<file path="config.mk">
export PLATFORM = sky130hd
export DESIGN_NAME = ifid_stage
export DESIGN_NICKNAME = d
export VERILOG_FILES = /design/src/rtl/ifid_stage.sv
export SDC_FILE = /design/constraint.sdc
export NUM_CORES = 1
export LEC_CHECK = 0
export CAP_MARGIN = 25
export CORE_UTILIZATION = 54
export DETAILED_ROUTE_END_ITERATION = 12
export PLACE_DENSITY = 0.95
export SKIP_LAST_GASP = 1
export SLEW_MARGIN = 20
export SYNTH_ARGS = -nofsm -noshare
export SYNTH_HDL_FRONTEND = slang
export SYNTH_SLANG_ARGS = --single-unit
</file>
<file path="constraint.sdc">
create_clock -name clk -period 2.5 [get_ports clk]
set_input_delay 0.375 -clock clk [delete_from_list [all_inputs] [get_ports clk]]
set_output_delay 0.375 -clock clk [all_outputs]
set_load 0.01 [all_outputs]
</file>
<file path="src/rtl/ifid_stage.sv">
// ---------------------------------------------------------------------------
// ifid_stage
//
// Purpose:
//   IF/ID pipeline register between instruction fetch and decode. Holds up to
//   two beats (main + skid) so that the fetch-side ready is a registered
//   signal. Beats leave in acceptance order. An EX-stage redirect (flush)
//   kills everything held plus any beat arriving in the same cycle.
//   Decoder fields (opcode/funct3/rd/rs1/rs2) are pre-sliced from id_instr.
//
// Ports:
//   clk, rst          clock (rising edge), synchronous active-high reset
//   if_valid/if_ready fetch-side handshake (if_ready = NOT skid valid)
//   if_pc/if_plusFour/if_instr   fetched beat
//   flush             redirect from EX, kills held and arriving beats
//   id_valid/id_ready decode-side handshake
//   id_pc/id_plusFour/id_instr   main entry contents (NOP_INSTR when empty)
//   id_opcode/id_funct3/id_rd/id_rs1/id_rs2  slices of id_instr
//
// Optional feature (macro IFID_PERF_EN):
//   perf_stall_cnt    cycles with id_valid=1 and id_ready=0
//   perf_flush_cnt    number of entries killed by flushes
// ---------------------------------------------------------------------------
module ifid_stage #(
    parameter int          XLEN      = 32,
    parameter logic [31:0] NOP_INSTR = 32'h0000_0013
) (
    input  logic            clk,
    input  logic            rst,
    input  logic            if_valid,
    output logic            if_ready,
    input  logic [XLEN-1:0] if_pc,
    input  logic [XLEN-1:0] if_plusFour,
    input  logic [31:0]     if_instr,
    input  logic            flush,
    output logic            id_valid,
    input  logic            id_ready,
    output logic [XLEN-1:0] id_pc,
    output logic [XLEN-1:0] id_plusFour,
    output logic [31:0]     id_instr,
    output logic [6:0]      id_opcode,
    output logic [2:0]      id_funct3,
    output logic [4:0]      id_rd,
    output logic [4:0]      id_rs1,
    output logic [4:0]      id_rs2
`ifdef IFID_PERF_EN
    ,
    output logic [31:0]     perf_stall_cnt,
    output logic [31:0]     perf_flush_cnt
`endif
);

    // State encodes {main_valid, skid_valid}; 2'b01 is illegal.
    typedef enum logic [1:0] {
        ST_EMPTY = 2'b00,
        ST_ONE   = 2'b10,
        ST_FULL  = 2'b11
    } state_t;

    state_t            state_q, state_d;
    logic [XLEN-1:0]   main_pc_q, main_pc_d;
    logic [XLEN-1:0]   main_p4_q, main_p4_d;
    logic [31:0]       main_instr_q, main_instr_d;
    logic [XLEN-1:0]   skid_pc_q, skid_pc_d;
    logic [XLEN-1:0]   skid_p4_q, skid_p4_d;
    logic [31:0]       skid_instr_q, skid_instr_d;

    logic              main_valid_s;
    logic              skid_valid_s;
    logic              in_fire_s;
    logic              out_fire_s;

    assign main_valid_s = state_q[1];
    assign skid_valid_s = state_q[0];

    // Ready is taken straight from the skid flag, so it is registered.
    assign if_ready    = ~skid_valid_s;
    assign id_valid    = main_valid_s;
    assign id_pc       = main_pc_q;
    assign id_plusFour = main_p4_q;
    // main_instr_q is forced to NOP_INSTR whenever main is emptied.
    assign id_instr    = main_instr_q;

    assign in_fire_s  = if_valid & if_ready;
    assign out_fire_s = id_valid & id_ready;

    assign id_opcode = id_instr[6:0];
    assign id_funct3 = id_instr[14:12];
    assign id_rd     = id_instr[11:7];
    assign id_rs1    = id_instr[19:15];
    assign id_rs2    = id_instr[24:20];

    // Next-state and datapath selection for the two-entry buffer.
    always_comb begin
        state_d      = state_q;
        main_pc_d    = main_pc_q;
        main_p4_d    = main_p4_q;
        main_instr_d = main_instr_q;
        skid_pc_d    = skid_pc_q;
        skid_p4_d    = skid_p4_q;
        skid_instr_d = skid_instr_q;

        if (flush) begin
            // PC fields are left as-is; only validity and the instruction
            // word are cleared so the bubble decodes as a NOP.
            state_d      = ST_EMPTY;
            main_instr_d = NOP_INSTR;
        end else begin
            case (state_q)
                ST_EMPTY: begin
                    if (in_fire_s) begin
                        state_d      = ST_ONE;
                        main_pc_d    = if_pc;
                        main_p4_d    = if_plusFour;
                        main_instr_d = if_instr;
                    end else begin
                        state_d = ST_EMPTY;
                    end
                end
                ST_ONE: begin
                    if (out_fire_s && in_fire_s) begin
                        state_d      = ST_ONE;
                        main_pc_d    = if_pc;
                        main_p4_d    = if_plusFour;
                        main_instr_d = if_instr;
                    end else if (out_fire_s) begin
                        state_d      = ST_EMPTY;
                        main_instr_d = NOP_INSTR;
                    end else if (in_fire_s) begin
                        state_d      = ST_FULL;
                        skid_pc_d    = if_pc;
                        skid_p4_d    = if_plusFour;
                        skid_instr_d = if_instr;
                    end else begin
                        state_d = ST_ONE;
                    end
                end
                ST_FULL: begin
                    // if_ready is low here, so no new beat can arrive.
                    if (out_fire_s) begin
                        state_d      = ST_ONE;
                        main_pc_d    = skid_pc_q;
                        main_p4_d    = skid_p4_q;
                        main_instr_d = skid_instr_q;
                    end else begin
                        state_d = ST_FULL;
                    end
                end
                default: begin
                    // Unreachable encoding: recover to a clean empty stage.
                    state_d      = ST_EMPTY;
                    main_instr_d = NOP_INSTR;
                end
            endcase
        end
    end

    // State and entry registers with synchronous reset.
    always_ff @(posedge clk) begin
        if (rst) begin
            state_q      <= ST_EMPTY;
            main_pc_q    <= {XLEN{1'b0}};
            main_p4_q    <= {XLEN{1'b0}};
            main_instr_q <= NOP_INSTR;
            skid_pc_q    <= {XLEN{1'b0}};
            skid_p4_q    <= {XLEN{1'b0}};
            skid_instr_q <= NOP_INSTR;
        end else begin
            state_q      <= state_d;
            main_pc_q    <= main_pc_d;
            main_p4_q    <= main_p4_d;
            main_instr_q <= main_instr_d;
            skid_pc_q    <= skid_pc_d;
            skid_p4_q    <= skid_p4_d;
            skid_instr_q <= skid_instr_d;
        end
    end

`ifdef IFID_PERF_EN
    logic [31:0] stall_cnt_q, stall_cnt_d;
    logic [31:0] flush_cnt_q, flush_cnt_d;
    logic [31:0] kill_num_s;

    // Entries killed by a flush: held entries plus an arriving beat.
    assign kill_num_s = {31'd0, main_valid_s} + {31'd0, skid_valid_s}
                      + {31'd0, in_fire_s};

    // Counter next values; both wrap naturally at 2^32.
    always_comb begin
        stall_cnt_d = stall_cnt_q;
        flush_cnt_d = flush_cnt_q;
        if (id_valid && !id_ready) begin
            stall_cnt_d = stall_cnt_q + 32'd1;
        end else begin
            stall_cnt_d = stall_cnt_q;
        end
        if (flush) begin
            flush_cnt_d = flush_cnt_q + kill_num_s;
        end else begin
            flush_cnt_d = flush_cnt_q;
        end
    end

    // Performance counter registers.
    always_ff @(posedge clk) begin
        if (rst) begin
            stall_cnt_q <= 32'd0;
            flush_cnt_q <= 32'd0;
        end else begin
            stall_cnt_q <= stall_cnt_d;
            flush_cnt_q <= flush_cnt_d;
        end
    end

    assign perf_stall_cnt = stall_cnt_q;
    assign perf_flush_cnt = flush_cnt_q;
`endif

endmodule

</file>
# Word level (Yosys, flattened, before mapping)

Index checks and enable logic that the tools add are counted.

Add/subtract/negate cells: 0
Multiply operators: 0
Divide/modulo/power cells: 0
$lt $le $gt $ge: 0
Equality and inequality tests: 6
Shift operators: 0
Multiplexer cells: 19
Bitwise gates (word level): 6
Reductions and logical operators: 7

Operators by type and width:

| operator             | number |
|---|---|
| $mux W32             | 10 |
| $pmux W32 S3         | 3 |
| $reduce_and A5 Y1    | 2 |
| $mux W2              | 3 |
| $ne A2 B2 Y1 const B | 3 |
| $pmux W2 S3          | 1 |
| $eq A2 B2 Y1 const B | 2 |
| $not A1 Y1           | 4 |
| $ne A3 B3 Y1 const B | 1 |
| $reduce_and A3 Y1    | 1 |
| $reduce_bool A3 Y1   | 1 |
| $and A1 B1 Y1        | 2 |
| $logic_not A2 Y1     | 1 |
| $mux W1              | 2 |
| $reduce_or A2 Y1     | 1 |
| $logic_and A1 B1 Y1  | 1 |

Register bits: 194
Latch bits: 0
Memory bits (writable): 0
ROM bits: 0
Word-level logic and storage cells: 45
Memories: 0

# Depth between registers and ports, before layout

Depth after elaboration: 6
Depth in mapped cells: 7
Depth with buffers taken out: 3

# Least setup slack after synthesis

No wires, ideal clock.

Kind: reg-to-reg
Start: register state_q[1]
End: register skid_pc_q[11]
Library setup time: 143 ps
Arrival: 1322 ps
Required time: 2357 ps
Path slack: 1034 ps
Stages on the path, launching flop included: 7
Path buffers: 3
Cell sequence: dfxtp_1 buf_4 nand4bb_1 buf_4 clkbuf_1 o21ai_0 a21oi_2

Cells in the longest elaborated chain, start to end: 4
Elaborated cells on any way between the ends: 6
Classes of those cells: eq/ne (1); bitwise (3); reduce/logical (2)

RTL lines:

| what                                   | line | source |
|---|---|---|
| from (decl)                            | 60   | `state_t state_q, state_d;` |
| from (signal assigned)                 | 169  | `state_q <= state_d;` |
| $and A1 B1 Y1                          | 85   | `assign out_fire_s = id_valid & id_ready;` |
| $logic_and A1 B1 Y1                    | 121  | `if (out_fire_s && in_fire_s) begin` |
| $not A1 Y1 (no source line)            | -    |  |
| $reduce_and A5 Y1 (no source line) (*) | -    |  |
| to (signal assigned)                   | 165  | `skid_pc_q <= {XLEN{1'b0}};` |
| to (signal assigned)                   | 173  | `skid_pc_q <= skid_pc_d;` |
| to (decl)                              | 64   | `logic [XLEN-1:0] skid_pc_q, skid_pc_d;` |

Mark *: on every way between the ends. The rest lies on a longest branch, timed or not.
A chain may end at the register's enable or synchronous reset.

# Final worst setup path

Start: register state_q[1]
End: output id_valid

RTL lines:

| what      | line | source |
|---|---|---|
| to (decl) | 36   | `output logic id_valid,` |

No word-level cell between the ends.

==> impl_summary.md <==
Status
The flow ran to the end, and the final reports show no timing, DRC or antenna violations.

Clock network
The post-cts sizing count is 0. The maximum count of clock buffers along a single path is 2. The clock insertion delay at the later pin of the skew report is 0.43 ns. The number of clock sinks is 194. The CTS tree is built.

Clock-pin slew was measured on the worst setup and hold paths at 0.07 ns. The number of buffers created by CTS is 17. The count of H-tree levels built during CTS is 4. The post-CTS setup-driven buffer insertion count is 0. In this run the clock root is driven by a clkbuf_16.

Buffers inserted to repair hold after CTS numbered 0.

Setup path
The endpoint identified for the worst register-to-register timing path is id_plusFour[21]. The depth of the most critical reg-to-reg path is 4. The most critical setup path has its startpoint at state_q[1].

The category of the most critical setup path is reg2out. Of all nets on the critical path, the largest fanout is 19. Among cell families on the critical path, the largest total delay comes from buffers and inverters. The worst setup path is launched from a flop.

The critical path goes through clkdlybuf4s50_1. Together, buffers and inverters on the worst path number 1. The library cell contributing the largest single delay on the critical path is clkdlybuf4s50_1.

The critical path required time is 2.12 ns. In this design, the stage delay of the slowest critical-path cell is 0.66 ns. The worst setup path is captured at a primary output. The arrival time at the worst endpoint is 1.71 ns.

In this run the critical register-to-register path is launched from state_q[1]. The setup slack on the worst flop-to-flop path is 0.54 ns.

Global routing
The number of antenna violations at the first check in global routing is 1. The pin count of the biggest net entering global routing is 95. The number of global-route vias before repair is 8796.

The global-route congestion overflow total is 0. The met2 capacity usage during global routing is 0.520. The layer with the highest usage after global routing is met2.

The global-route wire length before repair is 45100 µm. The met1 demand-to-capacity share in global routing is 0.400. The met3 demand-to-capacity share in global routing is 0.0625. The all-layer global routing usage is 0.320.

Place
Routability-driven placement finished with a final weighted congestion of 0.793. Detailed placement finished with a half-perimeter wire length of 16800 µm. The port buffer count is 223. The total cell area at the placement stage is 0.0111 mm². The cell total after placement is 1324. The worst slack at placement is 0.334 ns.

Floorplan
The overall die area is 0.0172 mm². In this run the count of I/O pins placed on the die edge is 224. The effective utilization at floorplan is 0.560. The initialized floorplan defines 46 standard-cell rows. The die is 131 µm wide.

The floorplan core area is 0.0161 mm². The die outline height is 131 µm.

Logic synthesis
The yosys synthesis warning count is 0. The mapped cell area is 0.00903 mm². The count of flip-flops with a built-in enable after synthesis is 0. Counting every net in the synthesized netlist gives 1111. Synthesis produced a netlist whose cell count is 1010. Counting distinct cell types in the post-synthesis netlist gives 33.

The sequential area share after synthesis is 0.430. In the synthesized netlist the dominant register cell turns out to be dfxtp_1. Counting flops with an async set or reset pin after synthesis yields a share of 0. Synthesis inferred 194 register bits.

The average instance in the mapped netlist occupies 8.94 µm².

Timing
For the final routed database, the setup TNS stands at 0 ns. For this run, the top clock speed supported by timing is 479 MHz. The count of final max-slew check failures was 0. The final critical delay including setup and external delays is 2.09 ns. Between clock sinks in the finished design, the worst skew comes to 0.00723 ns. The slew at the pin closest to its max-slew limit is 0.580 ns. The final period utilization is 0.836. Setup repair after global routing left no endpoint under its margin. The final-report hold violation count was 0. The final setup slack of the worst path is 0.410 ns. Headroom to the max-slew limit came out at 0.613. The final-report setup violation count is 0.

Drt
The routed via count is 9080. The remaining number of nets flagged by the antenna check after routing is 0. In the routed layout, each cell is associated on average with a via count of 6.69. The total DRC errors in the routed layout is 0. The number of iterations in the first detailed-routing pass is 5. The routed design has 28300 µm of wire. The violation count after the first detailed-routing iteration is 1184. The average wire per standard cell is 20.8 µm.

Finish
Of the cells placed in the final design, the portion with a size suffix greater than 1 is 0.154. The layout overhead on the synthesized area is 28.7%. The cell area after layout is 0.0116 mm².

The most common cell after layout, fill and taps aside is clkdlybuf4s50_1. The top cell types in the final layout, fill and taps aside, are clkdlybuf4s50_1, dfxtp_1, nand3_1, o21ai_0, a21oi_1. The number of nets in the layout is 1228. The number of cells in the finished layout apart from fillers is 1357.

Power and ir drop
The portion of total power attributed to combinational logic is 0.145. Internal power comes to 5.11 mW. The share of total power in sequential cells is 0.473. Dividing total power by cell area gives a power density of 594 mW/mm².

IR analysis of the VDD net gives a maximum drop of 0.478 mV. Summed over all nets, the switching power comes to 1.80 mW. The design draws 6.90 mW.

The fraction of power spent switching nets is 0.260. The clock group share of total power is 0.382. Summed over all cells, the static leakage comes to 3.66 nW.

Min path
The worst hold path passes through 2 cells. In this run the most critical hold path is launched from rst. The worst hold endpoint is skid_pc_q[16]. The worst hold path belongs to the class in2reg.

Job
The number of maximum-capacitance constraint violations is 0.
## how the worst max path moves through the flow
stage,endpoint,cells past startpoint
floorplan,skid_pc_q[11],6
global placement,id_pc[25],5
detailed placement,skid_p4_q[28],5
CTS,id_valid,1
global route,id_valid,1
finish,id_valid,1
## metrics by stage
| stage | hold slack, ns | util |
|---|---|---|
| final | 0.295 | 0.721 |
| after global routing | 0.300 | 0.721 |
| after CTS | 0.287 | 0.721 |
| after detailed placement | 0.466 | 0.686 |
| after global placement | 0.458 | 0.686 |
| after floorplan | 0.454 | - |
## cell usage after synthesis, drive strengths merged (3+ instances only)
library cell,count,area share
nand2,65,0.027
o21ai,126,0.070
nand3,158,0.099
nand2b,3,0.0021
a32oi,29,0.028
a21oi,126,0.078
a211o,3,0.0029
a31oi,64,0.044
a311oi,64,0.10
buf,84,0.068
a21boi,3,0.0025
nor2,3,0.0012
dfxtp,194,0.43
clkbuf,71,0.030
o32ai,3,0.0029
## power groups by stage
stage / clock, mW / sequential (mW) / combinational [mW]
CTS: 2.63 / 3.27 / 0.991
finish: 2.63 / 3.27 / 1.00
global placement: 0 / 3.33 / 0.959
global route: 2.75 / 3.28 / 1.06
detailed placement: 0 / 3.33 / 0.984
floorplan: 0 / 3.35 / 0.471
## layer usage
layer,vias up,part of all wire
li1,3987,-
met1,4399,0.39
met2,589,0.48
met3,105,0.092
met4,0,0.042
met5,-,0
## state kept, by name, summed over array words and instances (netlist names)
signal,count
skid_instr_q,32
skid_pc_q,32
id_pc,32
state_q,2
id_plusFour,32
id_instr,32
skid_p4_q,32
## final cells by class
class	count	area (µm²)
tap	216	270
timing repair buffer	253	2590
clock buffer	20	457
inverter	3	12.5
multi-input combinational	658	4290
fill	1162	4490
antenna	1	2.50
clock inverter	12	110
sequential	194	3890
## cell families after synthesis
family          after synthesis  share of synthesized area
flops                       194                      0.430
compound gates              419                      0.333
simple gates                239                      0.137
buf+inv                     158                     0.0992
No activity file was read; power rests on OpenSTA's default activity.
